$ cat src/rtl/cpu_pkg.sv
// Shared types and sizes for the fetch stage and its neighbours.
package cpu_pkg;
    localparam int DATA_WIDTH = 16;
    localparam int ADDR_WIDTH = 5;
    localparam int QDEPTH     = 2;

    typedef struct packed {
        logic [DATA_WIDTH-1:0] instr;
        logic [ADDR_WIDTH-1:0] pc;
    } fetch_entry_t;

    typedef enum logic [1:0] {
        IDLE   = 2'd0,
        FETCH  = 2'd1,
        HALTED = 2'd2
    } fetch_state_t;
endpackage

$ cat src/rtl/instr_fetch_if.sv
// Instruction-memory port and core-side instruction handshake.
interface instr_fetch_if;
    logic                           imem_en;
    logic [cpu_pkg::ADDR_WIDTH-1:0] imem_addr;
    logic [cpu_pkg::DATA_WIDTH-1:0] imem_rdata;
    logic                           instr_valid;
    logic                           instr_ready;
    logic [cpu_pkg::DATA_WIDTH-1:0] instr_out;
    logic [cpu_pkg::ADDR_WIDTH-1:0] instr_pc;

    // Fetch stage side
    modport master (
        output imem_en, imem_addr, instr_valid, instr_out, instr_pc,
        input  imem_rdata, instr_ready
    );

    // Memory + core side
    modport slave (
        input  imem_en, imem_addr, instr_valid, instr_out, instr_pc,
        output imem_rdata, instr_ready
    );
endinterface

$ cat src/rtl/fetch_queue.sv
// Circular prefetch FIFO of fetch entries; head is shown combinationally.
module fetch_queue
    import cpu_pkg::*;
#(
    parameter int DEPTH = QDEPTH
) (
    input  logic                     clock,
    input  logic                     reset,
    input  logic                     push,
    input  logic                     pop,
    input  logic                     flush,
    input  fetch_entry_t             din,
    output fetch_entry_t             head,
    output logic [$clog2(DEPTH):0]   count
);
    localparam int PW = $clog2(DEPTH);

    fetch_entry_t    mem [DEPTH];
    logic [PW-1:0]   head_ptr;
    logic [PW-1:0]   tail_ptr;
    logic            do_pop;

    // A pop against an empty queue is simply dropped.
    assign do_pop = pop && (count != '0);
    assign head   = (count != '0) ? mem[head_ptr] : '0;

    // Pointer / occupancy bookkeeping; flush wins over push and pop.
    always_ff @(posedge clock or posedge reset) begin
        if (reset) begin
            head_ptr <= '0;
            tail_ptr <= '0;
            count    <= '0;
        end else if (flush) begin
            head_ptr <= '0;
            tail_ptr <= '0;
            count    <= '0;
        end else begin
            if (push)   tail_ptr <= tail_ptr + 1'b1;
            if (do_pop) head_ptr <= head_ptr + 1'b1;
            case ({push, do_pop})
                2'b10:   count <= count + 1'b1;
                2'b01:   count <= count - 1'b1;
                default: count <= count;
            endcase
        end
    end

    // Storage is not reset; occupancy alone decides what is visible.
    always_ff @(posedge clock) begin
        if (push && !flush) mem[tail_ptr] <= din;
    end
endmodule

$ cat src/rtl/instr_fetch.sv
// Fetch stage: PC, fetch FSM, issue credit, in-flight tracking, prefetch queue.
module instr_fetch
    import cpu_pkg::*;
(
    input  logic                  clock,
    input  logic                  reset,
    input  logic                  branch_valid,
    input  logic [ADDR_WIDTH-1:0] branch_target,
    input  logic                  halt,
    instr_fetch_if.master         bus,
    output logic [ADDR_WIDTH-1:0] PC_out
);
    localparam int CW = $clog2(QDEPTH);

    fetch_state_t          state, state_next;
    logic [ADDR_WIDTH-1:0] pc;
    logic                  inflight;
    logic [ADDR_WIDTH-1:0] inflight_pc;
    logic [CW:0]           count;
    logic                  pop, issue, redirect, push;
    logic [CW+1:0]         occupancy;
    fetch_entry_t          head, din;

    assign pop       = bus.instr_valid & bus.instr_ready;
    assign redirect  = branch_valid && (state != IDLE);
    // Slots already spoken for: queued + returning - leaving this cycle.
    assign occupancy = {1'b0, count} + (CW+2)'(inflight) - (CW+2)'(pop);
    assign issue     = (state == FETCH) && !halt && !branch_valid &&
                       (occupancy < (CW+2)'(QDEPTH));
    assign push      = inflight && !redirect;
    assign din       = '{instr: bus.imem_rdata, pc: inflight_pc};

    assign bus.imem_en     = issue;
    assign bus.imem_addr   = pc;
    assign bus.instr_valid = (count != '0);
    assign bus.instr_out   = head.instr;
    assign bus.instr_pc    = head.pc;
    assign PC_out          = pc;

    // State register.
    always_ff @(posedge clock or posedge reset) begin
        if (reset) state <= IDLE;
        else       state <= state_next;
    end

    // Next-state: leave IDLE once, then follow halt.
    always_comb begin
        state_next = state;
        case (state)
            IDLE:    state_next = FETCH;
            FETCH:   if (halt)  state_next = HALTED;
            HALTED:  if (!halt) state_next = FETCH;
            default: state_next = IDLE;
        endcase
    end

    // PC and in-flight tag; a redirect kills the pending response.
    always_ff @(posedge clock or posedge reset) begin
        if (reset) begin
            pc          <= '0;
            inflight    <= 1'b0;
            inflight_pc <= '0;
        end else if (redirect) begin
            pc       <= branch_target;
            inflight <= 1'b0;
        end else begin
            inflight <= issue;
            if (issue) begin
                pc          <= pc + 1'b1;
                inflight_pc <= pc;
            end
        end
    end

    fetch_queue #(.DEPTH(QDEPTH)) u_queue (
        .clock (clock),
        .reset (reset),
        .push  (push),
        .pop   (pop),
        .flush (redirect),
        .din   (din),
        .head  (head),
        .count (count)
    );
endmodule

$ cat src/flat_wrapper.sv
// flat-port wrapper written by rule: the top's interface ports become plain ports
module instr_fetch_flat import cpu_pkg::*;
  (clock, reset, branch_valid, branch_target, halt, PC_out, bus_imem_en, bus_imem_addr, bus_instr_valid, bus_instr_out, bus_instr_pc, bus_imem_rdata, bus_instr_ready);
  instr_fetch_if bus_i ();
  input  logic clock;
  input  logic reset;
  input  logic branch_valid;
  input  logic [ADDR_WIDTH-1:0] branch_target;
  input  logic halt;
  output logic [ADDR_WIDTH-1:0] PC_out;
  output wire logic [$bits(bus_i.imem_en)-1:0] bus_imem_en;
  output wire logic [$bits(bus_i.imem_addr)-1:0] bus_imem_addr;
  output wire logic [$bits(bus_i.instr_valid)-1:0] bus_instr_valid;
  output wire logic [$bits(bus_i.instr_out)-1:0] bus_instr_out;
  output wire logic [$bits(bus_i.instr_pc)-1:0] bus_instr_pc;
  input wire logic [$bits(bus_i.imem_rdata)-1:0] bus_imem_rdata;
  input wire logic [$bits(bus_i.instr_ready)-1:0] bus_instr_ready;
  assign bus_imem_en = bus_i.imem_en;
  assign bus_imem_addr = bus_i.imem_addr;
  assign bus_instr_valid = bus_i.instr_valid;
  assign bus_instr_out = bus_i.instr_out;
  assign bus_instr_pc = bus_i.instr_pc;
  assign bus_i.imem_rdata = bus_imem_rdata;
  assign bus_i.instr_ready = bus_instr_ready;
  instr_fetch u_core (.clock(clock), .reset(reset), .branch_valid(branch_valid), .branch_target(branch_target), .halt(halt), .bus(bus_i), .PC_out(PC_out));
endmodule
$ cat config.mk
export PLATFORM = sky130hd
export DESIGN_NAME = instr_fetch_flat
export DESIGN_NICKNAME = d
export VERILOG_FILES = /design/src/rtl/cpu_pkg.sv /design/src/rtl/instr_fetch_if.sv /design/src/rtl/fetch_queue.sv /design/src/rtl/instr_fetch.sv /design/src/flat_wrapper.sv
export SDC_FILE = /design/constraint.sdc
export NUM_CORES = 1
export LEC_CHECK = 0
export ABC_AREA = 1
export CAP_MARGIN = 20
export CORE_UTILIZATION = 35
export CTS_CLUSTER_SIZE = 28
export DETAILED_ROUTE_END_ITERATION = 12
export GPL_ROUTABILITY_DRIVEN = 0
export PLACE_DENSITY_LB_ADDON = 0.2
export REMOVE_ABC_BUFFERS = 1
export SLEW_MARGIN = 20
export SYNTH_ARGS = -nofsm -noshare
export SYNTH_HDL_FRONTEND = slang
export SYNTH_SLANG_ARGS = --single-unit
export TNS_END_PERCENT = 30
$ cat constraint.sdc
create_clock -name clock -period 4.5 [get_ports clock]
set_input_delay 0.675 -clock clock [delete_from_list [all_inputs] [get_ports clock]]
set_output_delay 0.675 -clock clock [all_outputs]
set_load 0.02 [all_outputs]
Word-level counts from Yosys, hierarchy flattened. Memories as Yosys holds them, arrays and structs flattened. Cells that the tools add are included.

Memory bits (writable): 42. Register bits: 17. Memories kept: 1.

Reduce and logical (&&, ||, !) cells: 19. Order comparisons: 1. Equality and inequality tests: 6. Muxes and demuxes: 15. Add/sub/neg operators: 7. Bitwise logic cells: 2.

Memories: u_core.u_queue.mem (words 2, width 21, rd ports 1, clocked after memory_dff 0, write ports 1, line fetch_queue.sv:18) `fetch_entry_t mem [DEPTH];`.

Operators by type and width (count): 21-bit two-way mux (1); 5-bit two-way mux (2); 2-bit nonzero test (5); 1-bit logical AND (7); 1-bit two-way mux (7); 2-bit two-way mux (3); 2-bit case mux with 3 select lines (1); 5-bit by 1-bit adder with 5-bit output (second input constant) (1); 2-bit by 1-bit equality test with 1-bit output (second input constant) (2); 2-bit equality test (second input constant) (2); 2-bit != test (second input constant) (2); 2-bit case mux with 2 select lines (1); 2-bit AND reduction (2); 2-bit by 1-bit adder with 3-bit output (1); 1-bit zero test (3); 3-bit by 2-bit less-than comparator with 1-bit output (second input constant) (1); 3-bit nonzero test (1); 3-bit by 1-bit subtractor with 3-bit output (1); 1-bit adder (second input constant) (2); 2-bit by 1-bit adder with 2-bit output (second input constant) (1); 2-bit zero test (1); 2-bit by 1-bit subtractor with 2-bit output (second input constant) (1); 1-bit bitwise AND (1); 1-bit inverter (1).

Longest topological paths before layout. Gate-level depths: netlist of run 1.

Depth after elaboration: 7. Gate-level depth with buffers: 14.

Cells and area by module. From an unflattened synthesis of run 1, not the netlist that was laid out.

Cells, all modules: 254. Area, all modules: 2596.2 µm².

Modules (own cells, without submodules): fetch_queue (area each 1803.0 µm², sequential area each 1361.3 µm², cells each 147, instances 1); instr_fetch (area each 793.3 µm², sequential area each 325.3 µm², cells each 107, instances 1).

Worst setup path after synthesis of run 1. Ideal clock, no wire load.

Path kind: reg2out. From: register u_core.u_queue.count[1]. To: output port bus_imem_en. Arrival time: 2.322 ns. Setup slack: 1.503 ns. Path buffers: 2. Data required time: 3.825 ns. Stages on the path, launching flop included: 13. Cell sequence: dfrtp_1 > nor2_2 > buf_2 > nor2_1 > ha_1 > inv_1 > nand2_1 > fa_1 > inv_1 > nor2_1 > nand3_4 > buf_8 > inv_1.

Longest elaborated chain between the ends: 5. Elaborated cells on any way between the ends: 6.

RTL lines: start, declared (line fetch_queue.sv:14) `output logic [$clog2(DEPTH):0] count`; start signal, assigned (line fetch_queue.sv:41) `2'b10: count <= count + 1'b1;`; start signal, assigned (line fetch_queue.sv:42) `2'b01: count <= count - 1'b1;`; start signal, assigned (line fetch_queue.sv:43) `default: count <= count;`; branches (longest 2 deep; another with 2-bit by 1-bit adder with 3-bit output); 3-bit by 1-bit subtractor with 3-bit output (*) (line instr_fetch.sv:27) `assign occupancy = {1'b0, count} + (CW+2)'(inflight) - (CW+2)'(pop);`; 3-bit by 2-bit less-than comparator with 1-bit output (*) (line instr_fetch.sv:29) `(occupancy < (CW+2)'(QDEPTH));`; 1-bit logical AND (*) (line instr_fetch.sv:28) `assign issue = (state == FETCH) && !halt && !branch_valid &&`; end, declared (line flat_wrapper.sv:11) `output wire logic [$bits(bus_i.imem_en)-1:0] bus_imem_en;`.

Every way passes the cells marked *.

Worst setup path in the final report of run 1.
From: input port bus_instr_ready. To: output port bus_imem_en.

Longest elaborated chain between the ends: 4.

RTL lines: start, declared (line flat_wrapper.sv:17) `input wire logic [$bits(bus_i.instr_ready)-1:0] bus_instr_ready;`; 1-bit bitwise AND (line instr_fetch.sv:24) `assign pop = bus.instr_valid & bus.instr_ready;`; 3-bit by 1-bit subtractor with 3-bit output (line instr_fetch.sv:27); 3-bit by 2-bit less-than comparator with 1-bit output (line instr_fetch.sv:29); 1-bit logical AND (line instr_fetch.sv:28).

Every way passes these cells.

==> results.toml, run 1 <==
[run_status]
outcome = "complete, no violations"

[layout]
final_cell_mix = "nand2_1, clkdlybuf4s50_1, edfxtp_1, a21oi_1, dfrtp_1"
nets = 334
layout-drive-gt1-share_pct = 13.9
syn_to_final_growth_pct = 31.3
final_common_cell = "nand2_1"
fillers = 664
diodes = 0
final_util_pct = 47.5

[routing]
ant_nets = 0
first_pass_iters = 4
wl_microns = 5040
drtIter0Drc = 52
via_per_inst = 4.52
num_vias = 1845
drc = 0
wire_per_inst_microns = 12.3

[die]
num_rows = 31
fp.dieW_microns = 88.6
core_area_sq_um = 7250
die_area_sq_um = 7840
io_pins = 59
die_h_microns = 88.6
start_util_pct = 36.2

[logic_synthesis]
ys_types = 26
yosysWarningCount = 0
synth.top_cell.area_share_pct = 48.1
synth-seq-cells = 59
syn_area_sq_um = 2620
synth_area_leaders = "edfxtp_1, dfrtp_1, nand2_1"
yosysSeqAreaShare_pct = 64.3
synth_top_area_cell = "edfxtp_1"
syn_inst = 246
synth_area_per_cell_sq_um = 10.7

[critical_path]
path_common_cell = "inv_1"
worstPathArrival_ns = 3.25
critPathSlowestCell = "clkdlybuf4s50_1"
crit_family = "buffers and inverters"
cp.buffers_inverters = 6
end_kind = "output port"
crit_fanout = 15
cp_cell_sequence = "clkdlybuf4s50_1, inv_1, nor2_1, ha_1, inv_1, nand2_1, fa_1, inv_1, nor2_1, nand3_4, inv_1, clkdlybuf4s50_1"
crit_type = "primary input to output port"
crit_path_max_incr_delay_ns = 0.60
cp-start-kind = "primary input"
cp.required_ns = 3.83

[global_routing]
gr-total-overflow = 0
grt.busiest_layer = "met2"
grt_pass1_vias = 1736
grt_max_degree = 24
grt_antenna_before_repair = 0
grt_pass1_wl_microns = 8020
grtUsageMet2_pct = 23.1
met1_usage_pct = 16.6
grtUsageTotal_pct = 13.9
grt_util_met3_pct = 3.64

[power]
pwr-share-seq_pct = 36.5
swShare_pct = 37.6
p_clk_share_pct = 21.8
powerDensity_nw_per_um2 = 600
p_leak_nw = 1.40
internal_power_mw = 1.29
combPwrFrac_pct = 41.7
ir_worst_vdd_mv = 0.263
netSwitchingPower_uw = 777

[cts]
clockBufferDepth = 2
clkTransAtPathRegs_ns = 0.06
insertion_delay_ns = 0.33
htree_levels = 3
clock-sinks = 59
numCtsBuffers = 9
post_cts_buffers = 0
cts_hold_buf = 0
cts-root-buf = "clkbuf_8"
cts_resized = 0
cts_tree = "built"

[sta]
min_period_ns = 3.92
slew_violations = 0
hold_violations = 0
finClkSkew_ns = 0.00780
rsz0062_at_grt = "false"
fin_ws_ns = 0.576
finalSetupTns_ns = 0
tightest_slew_ns = 1.07
post-route-period-util_pct = 87.2
setup_viol = 0
maxSlewHeadroom_pct = 28.5
fmax_mhz = 255

[placed_design]
pre_cts_ws_ns = 0.553
numPortBuffers = 58
hpwl_microns = 3190

[run]
cap_violations = 0

[min_path]
hp-class = "register to register"
[sequential cells by signal, indices dropped and copies added (netlist names)]
| register | flops |
|---|---|
| u_core.inflight | 1 |
| u_core.state | 2 |
| u_core.u_queue.count | 2 |
| u_core.u_queue.head_ptr | 1 |
| u_core.PC_out | 5 |
| u_core.u_queue.tail_ptr | 1 |
| u_core.inflight_pc | 5 |
| u_core.u_queue.mem | 42 |
[stage by stage]
| step | power (mW) | cells | instance area, sq um | hold slack, ns |
|---|---|---|---|---|
| floorplan | 1.25 | 232 | 2520 | 0.442 |
| global placement | 1.62 | 391 | 3250 | 0.456 |
| detailed placement | 1.64 | 392 | 3260 | 0.470 |
| CTS | 2.09 | 408 | 3440 | 0.486 |
| global route | 2.21 | 408 | 3440 | 0.493 |
| finish | 2.07 | 408 | 3440 | 0.479 |
[worst register-to-register path, stage by stage, from the launching register on]
cell,delay [ns]
dfrtp_1,0.46
nor2_2,0.15
nor2_1,0.05
ha_1,0.26
inv_1,0.05
nand2_1,0.06
fa_1,0.49
inv_1,0.04
nor2_1,0.16
nand3_4,0.23
nand2_1,0.23
nand2_1,0.08
nand2_1,0.06
[power groups by stage]
| stage | clock network (mW) | logic [mW] | registers (mW) |
|---|---|---|---|
| 2_1_floorplan | 0 | 0.436 | 0.814 |
| 3_3_place_gp | 0 | 0.859 | 0.764 |
| 3_5_place_dp | 0 | 0.871 | 0.767 |
| 4_1_cts | 0.462 | 0.876 | 0.757 |
| 5_1_grt | 0.487 | 0.949 | 0.769 |
| 6_report | 0.450 | 0.862 | 0.754 |
[layer usage]
| metal | vias up | share of wire [%] |
|---|---|---|
| met2 | 53 | 47 |
| met1 | 858 | 44 |
| met5 | - | 0 |
| met3 | 10 | 6.9 |
| li1 | 924 | - |
| met4 | 0 | 1.9 |
[Yosys cell counts]
library cell  count
buf_8             1
o22ai_1           1
o21ai_0           3
buf_2             7
nand3b_1          1
o21ai_2           1
nor2_2            2
inv_2             4
buf_4             5
buf_6             1
a21oi_1          24
nand3_2           5
nand4_1           2
nand2_2           8
fa_1              1
or2_2             2
ha_1              3
nor2_1            8
nand3_4           1
nor2_4            1
xor2_1            1
edfxtp_1         42
nand2_1          84
nand3_1           6
dfrtp_1          17
inv_1            15
[cells by family (layout without fill, tap and decap cells)]
group,Yosys count,in the layout,synth area share [%]
flops,59,59,64.3
simple gates,120,120,20.9
compound gates,29,29,5.73
xor+xnor,1,1,0.334
fa+ha+maj,4,4,2.19
buf+inv,33,96,6.49
[cell type report]
cell class / instances / area (sq um) / share of cell area [%]
clock inverter: 6 / 56.3 / 1.64
inverter: 19 / 71.3 / 2.07
tap: 99 / 124 / 3.60
clock buffer: 10 / 128 / 3.71
timing repair buffer: 61 / 607 / 17.6
multi-input combinational: 154 / 771 / 22.4
sequential: 59 / 1690 / 49.0
[worst paths after layout]
check                                           end               startpoint  slack (ns)  depth (start not counted)
min reg2reg                u_core.u_queue.mem[0][4]    u_core.inflight_pc[4]        0.48                          0
min in group asynchronous           u_core.state[0]                    reset        0.75                          2
min                        u_core.u_queue.mem[0][4]    u_core.inflight_pc[4]        0.48                          0
max reg2reg                        u_core.PC_out[2]  u_core.u_queue.count[1]        2.12                         12
max                                     bus_imem_en          bus_instr_ready        0.58                         12
max in group asynchronous     u_core.inflight_pc[2]                    reset        3.30                          2
No activity file was read; power rests on OpenSTA's default activity.
==> run 2, diff against run 1 <==
--- a/config.mk
+++ b/config.mk
@@ -13,7 +13,7 @@
 export GPL_ROUTABILITY_DRIVEN = 0
 export PLACE_DENSITY_LB_ADDON = 0.2
 export REMOVE_ABC_BUFFERS = 1
-export SLEW_MARGIN = 20
+export SLEW_MARGIN = 40
 export SYNTH_ARGS = -nofsm -noshare
 export SYNTH_HDL_FRONTEND = slang
 export SYNTH_SLANG_ARGS = --single-unit
==> results.toml, run 2 (synthesis results as in run 1) <==
[cts]
clock-sinks = 59
cts-root-buf = "clkbuf_8"
clkTransAtPathRegs_ns = 0.06
cts_resized = 0
clockBufferDepth = 2
numCtsBuffers = 9
htree_levels = 3
insertion_delay_ns = 0.33
cts_tree = "built"
cts_hold_buf = 0
post_cts_buffers = 0

[critical_path]
critPathSlowestCell = "clkdlybuf4s50_1"
crit_fanout = 15
worstPathArrival_ns = 3.25
crit_path_max_incr_delay_ns = 0.61
cp.required_ns = 3.83
cp-start-kind = "primary input"
end_kind = "output port"
cp_cell_sequence = "clkdlybuf4s50_1, inv_1, nor2_1, ha_1, inv_1, nand2_1, fa_1, inv_1, nor2_1, nand3_4, inv_1, clkdlybuf4s50_1"
path_common_cell = "inv_1"
crit_type = "primary input to output port"

[die]
num_rows = 31
core_area_sq_um = 7250
io_pins = 59
fp.dieW_microns = 88.6
die_h_microns = 88.6
die_area_sq_um = 7840
start_util_pct = 36.2

[sta]
rsz0062_at_grt = "false"
worst_hold_slack_ns = 0.476
fmax_mhz = 255
post-route-period-util_pct = 87.3
slew_violations = 0
fin_ws_ns = 0.571
setup_viol = 0
tightest_slew_ns = 0.710
hold_violations = 0
min_period_ns = 3.93
finalSetupTns_ns = 0
finClkSkew_ns = 0.0108
maxSlewHeadroom_pct = 52.6

[run_status]
outcome = "complete, no violations"

[routing]
via_per_inst = 4.49
first_pass_iters = 4
wl_microns = 4900
drtIter0Drc = 90
drc = 0
num_vias = 1828
wire_per_inst_microns = 12.0
ant_nets = 0

[layout]
largest_reg_flops = 42
syn_to_final_growth_pct = 31.2
layout-drive-gt1-share_pct = 13.6
fin_area_sq_um = 3440
diodes = 0
largest_register = "u_core.u_queue.mem"
final_common_cell = "nand2_1"
final_cell_mix = "nand2_1, clkdlybuf4s50_1, edfxtp_1, a21oi_1, dfrtp_1"
nets = 333

[power]
p_leak_nw = 1.39
power_mw = 2.06
ir_worst_vdd_mv = 0.246
powerDensity_nw_per_um2 = 600

[placed_design]
postPlaceCellArea_sq_um = 3260
pre_cts_ws_ns = 0.554
numPortBuffers = 58
hpwl_microns = 3080

[global_routing]
grt_max_degree = 24
grtUsageTotal_pct = 13.8
gr-total-overflow = 0
grt_pass1_vias = 1700
grt_antenna_before_repair = 0
grt_pass1_wl_microns = 7940

[min_path]
hp-class = "register to register"

[run]
cap_violations = 0
-- run 2: path summary, 6_finish.rpt --
| path | start | to | slack (ns) | cells past startpoint |
|---|---|---|---|---|
| max | bus_instr_ready | bus_imem_en | 0.57 | 12 |
| min reg2reg | u_core.inflight_pc[4] | u_core.u_queue.mem[0][4] | 0.48 | 0 |
| max reg2reg | u_core.u_queue.count[1] | u_core.PC_out[0] | 2.11 | 12 |
| min | u_core.inflight_pc[4] | u_core.u_queue.mem[0][4] | 0.48 | 0 |
| max in group asynchronous | reset | u_core.u_queue.tail_ptr | 3.31 | 2 |
| min in group asynchronous | reset | u_core.state[1] | 0.74 | 2 |
-- run 2: cell type report --
| class | instances | area (sq um) |
|---|---|---|
| inverters | 19 | 71.3 |
| flip-flops and latches | 59 | 1690 |
| well taps | 99 | 124 |
| multi-input cells | 154 | 781 |
| repair buffers | 60 | 596 |
| fillers | 671 | 3810 |
| clock inverters | 6 | 56.3 |
| clock buffers | 10 | 128 |
-- run 2: power breakdown --
group | total, mW | internal (mW) | switching [mW]
Sequential | 0.757 | 0.671 | 0.0860
Clock | 0.449 | 0.251 | 0.198
Combinational | 0.859 | 0.368 | 0.491
-- run 2: per-stage QoR --
step                      cells  utilization (%)
after CTS                   407             47.5
after detailed placement    391             44.9
after global placement      391             44.8
final                       407             47.5
after global routing        407             47.5
after floorplan             232                -
-- run 2: critical path: cells and delay by family --
family	cells	cell delay (ns)
buf+inv	6	1.31
fa+ha+maj	2	0.72
simple gates	4	0.55
-- run 2: routing by layer --
layer	vias to the layer above	track usage [%]	share of wire, %
met2	56	22.2	45
met3	12	3.64	7.1
li1	919	-	-
met4	0	7.48	2.1
met5	-	0	0
met1	841	17.0	46
==> run 3, diff against run 2 <==
--- a/config.mk
+++ b/config.mk
@@ -7,6 +7,7 @@
 export LEC_CHECK = 0
 export ABC_AREA = 1
 export CAP_MARGIN = 20
+export CORE_ASPECT_RATIO = 1.1
 export CORE_UTILIZATION = 35
 export CTS_CLUSTER_SIZE = 28
 export DETAILED_ROUTE_END_ITERATION = 12
==> results.toml, run 3 (synthesis results as in run 1) <==
[placed_design]
dp_cells = 377
numPortBuffers = 58
pre_cts_ws_ns = 0.542
hpwl_microns = 3230

[critical_path]
r2r_cells = 12
path_common_cell = "inv_1"
cp_cell_sequence = "clkdlybuf4s50_1, inv_1, nor2_1, ha_1, inv_1, nand2_1, fa_1, inv_1, nor2_1, nand3_4, inv_1, clkdlybuf4s50_1"
rr_endpoint = "u_core.PC_out[2]"
end_kind = "output port"
crit_fanout = 15
crit_type = "primary input to output port"
rr_startpoint = "u_core.u_queue.count[1]"
critPathSlowestCell = "clkdlybuf4s50_1"
crit_path_max_incr_delay_ns = 0.60
critPathLaunch = "bus_instr_ready"
cp.buffers_inverters = 6
crit_family = "buffers and inverters"
worstPathArrival_ns = 3.26
r2r_slack_ns = 2.12
cp-start-kind = "primary input"
cp.required_ns = 3.83

[die]
core_area_sq_um = 7130
die_area_sq_um = 7840
fp.dieW_microns = 84.5
num_rows = 32
io_pins = 59
die_h_microns = 92.8
start_util_pct = 36.8

[cts]
cts_tree = "built"
cts_hold_buf = 0
cts-root-buf = "clkbuf_8"
clockBufferDepth = 2
clock-sinks = 59
insertion_delay_ns = 0.33
htree_levels = 3
numCtsBuffers = 9
post_cts_buffers = 0
clkTransAtPathRegs_ns = 0.06
cts_resized = 0

[min_path]
hp-class = "register to register"
min_path_cells = 0
worstHoldEndpoint = "u_core.u_queue.mem[0][3]"
holdCritStartpoint = "u_core.inflight_pc[3]"

[sta]
slew_violations = 0
tightest_slew_ns = 0.704
worst_hold_slack_ns = 0.483
min_period_ns = 3.94
finalSetupTns_ns = 0
finClkSkew_ns = 0.00549
setup_viol = 0
rsz0062_at_grt = "false"
hold_violations = 0
post-route-period-util_pct = 87.5
fin_ws_ns = 0.564
fmax_mhz = 254
maxSlewHeadroom_pct = 53.0

[routing]
num_vias = 1833
via_per_inst = 4.66
wire_per_inst_microns = 12.7
wl_microns = 5000
drtIter0Drc = 81
ant_nets = 0
drc = 5
first_pass_iters = 11

[global_routing]
gr-total-overflow = 0
grt_pass1_vias = 1789
grtUsageTotal_pct = 14.2
grt_max_degree = 24
grt_antenna_before_repair = 0
grt_pass1_wl_microns = 8440

[layout]
syn_to_final_growth_pct = 30.6
largest_reg_flops = 42
largest_register = "u_core.u_queue.mem"
layout-drive-gt1-share_pct = 13.6
diodes = 0
final_common_cell = "nand2_1"
fillers = 685
instances_no_fill = 393
final_cell_mix = "nand2_1, clkdlybuf4s50_1, edfxtp_1, a21oi_1, dfrtp_1"
nets = 333

[run_status]
violations = "design-rule violations"
outcome = "finished, violations left"

[power]
p_leak_nw = 1.39
ir_worst_vdd_mv = 0.252
powerDensity_nw_per_um2 = 603

[run]
cap_violations = 0
run 3: cell counts in the layout (fill, tap and decap cells not counted):
No cell type changed its count.
run 3: stage by stage:
stage	instance area, sq um	power [mW]	utilization, %
after floorplan	2520	1.25	-
after detailed placement	3240	1.64	45.5
after global routing	3420	2.21	48.1
final	3420	2.07	48.1
after CTS	3420	2.09	48.1
after global placement	3230	1.62	45.3
run 3: metal layers:
layer	GRT usage (%)	routed length, microns
met2	23.2	2360
met4	8.05	101
met1	17.6	2270
met3	2.76	269
met5	0	0
run 3: worst max-delay path by stage:
stage	to	slack, ns	depth (start not counted)
6_report	bus_imem_en	0.56	12
5_1_grt	bus_imem_en	0.37	12
4_1_cts	bus_imem_en	0.53	12
3_5_place_dp	bus_imem_en	0.54	12
3_3_place_gp	bus_imem_en	0.57	12
2_1_floorplan	bus_imem_en	1.34	10
run 3: cell type report:
| cell class | instances | area [sq um] | area share [%] |
|---|---|---|---|
| clock inverters | 6 | 56.3 | 1.64 |
| multi-input cells | 154 | 781 | 22.8 |
| clock buffers | 10 | 128 | 3.73 |
| flip-flops and latches | 59 | 1690 | 49.3 |
| inverters | 19 | 71.3 | 2.08 |
| repair buffers | 60 | 596 | 17.4 |
| well taps | 85 | 106 | 3.11 |
run 3: power by group:
part | switching [mW] | total [mW] | internal, mW
clock network | 0.197 | 0.448 | 0.251
logic | 0.495 | 0.863 | 0.368
registers | 0.0844 | 0.755 | 0.671
total | 0.777 | 2.07 | 1.29
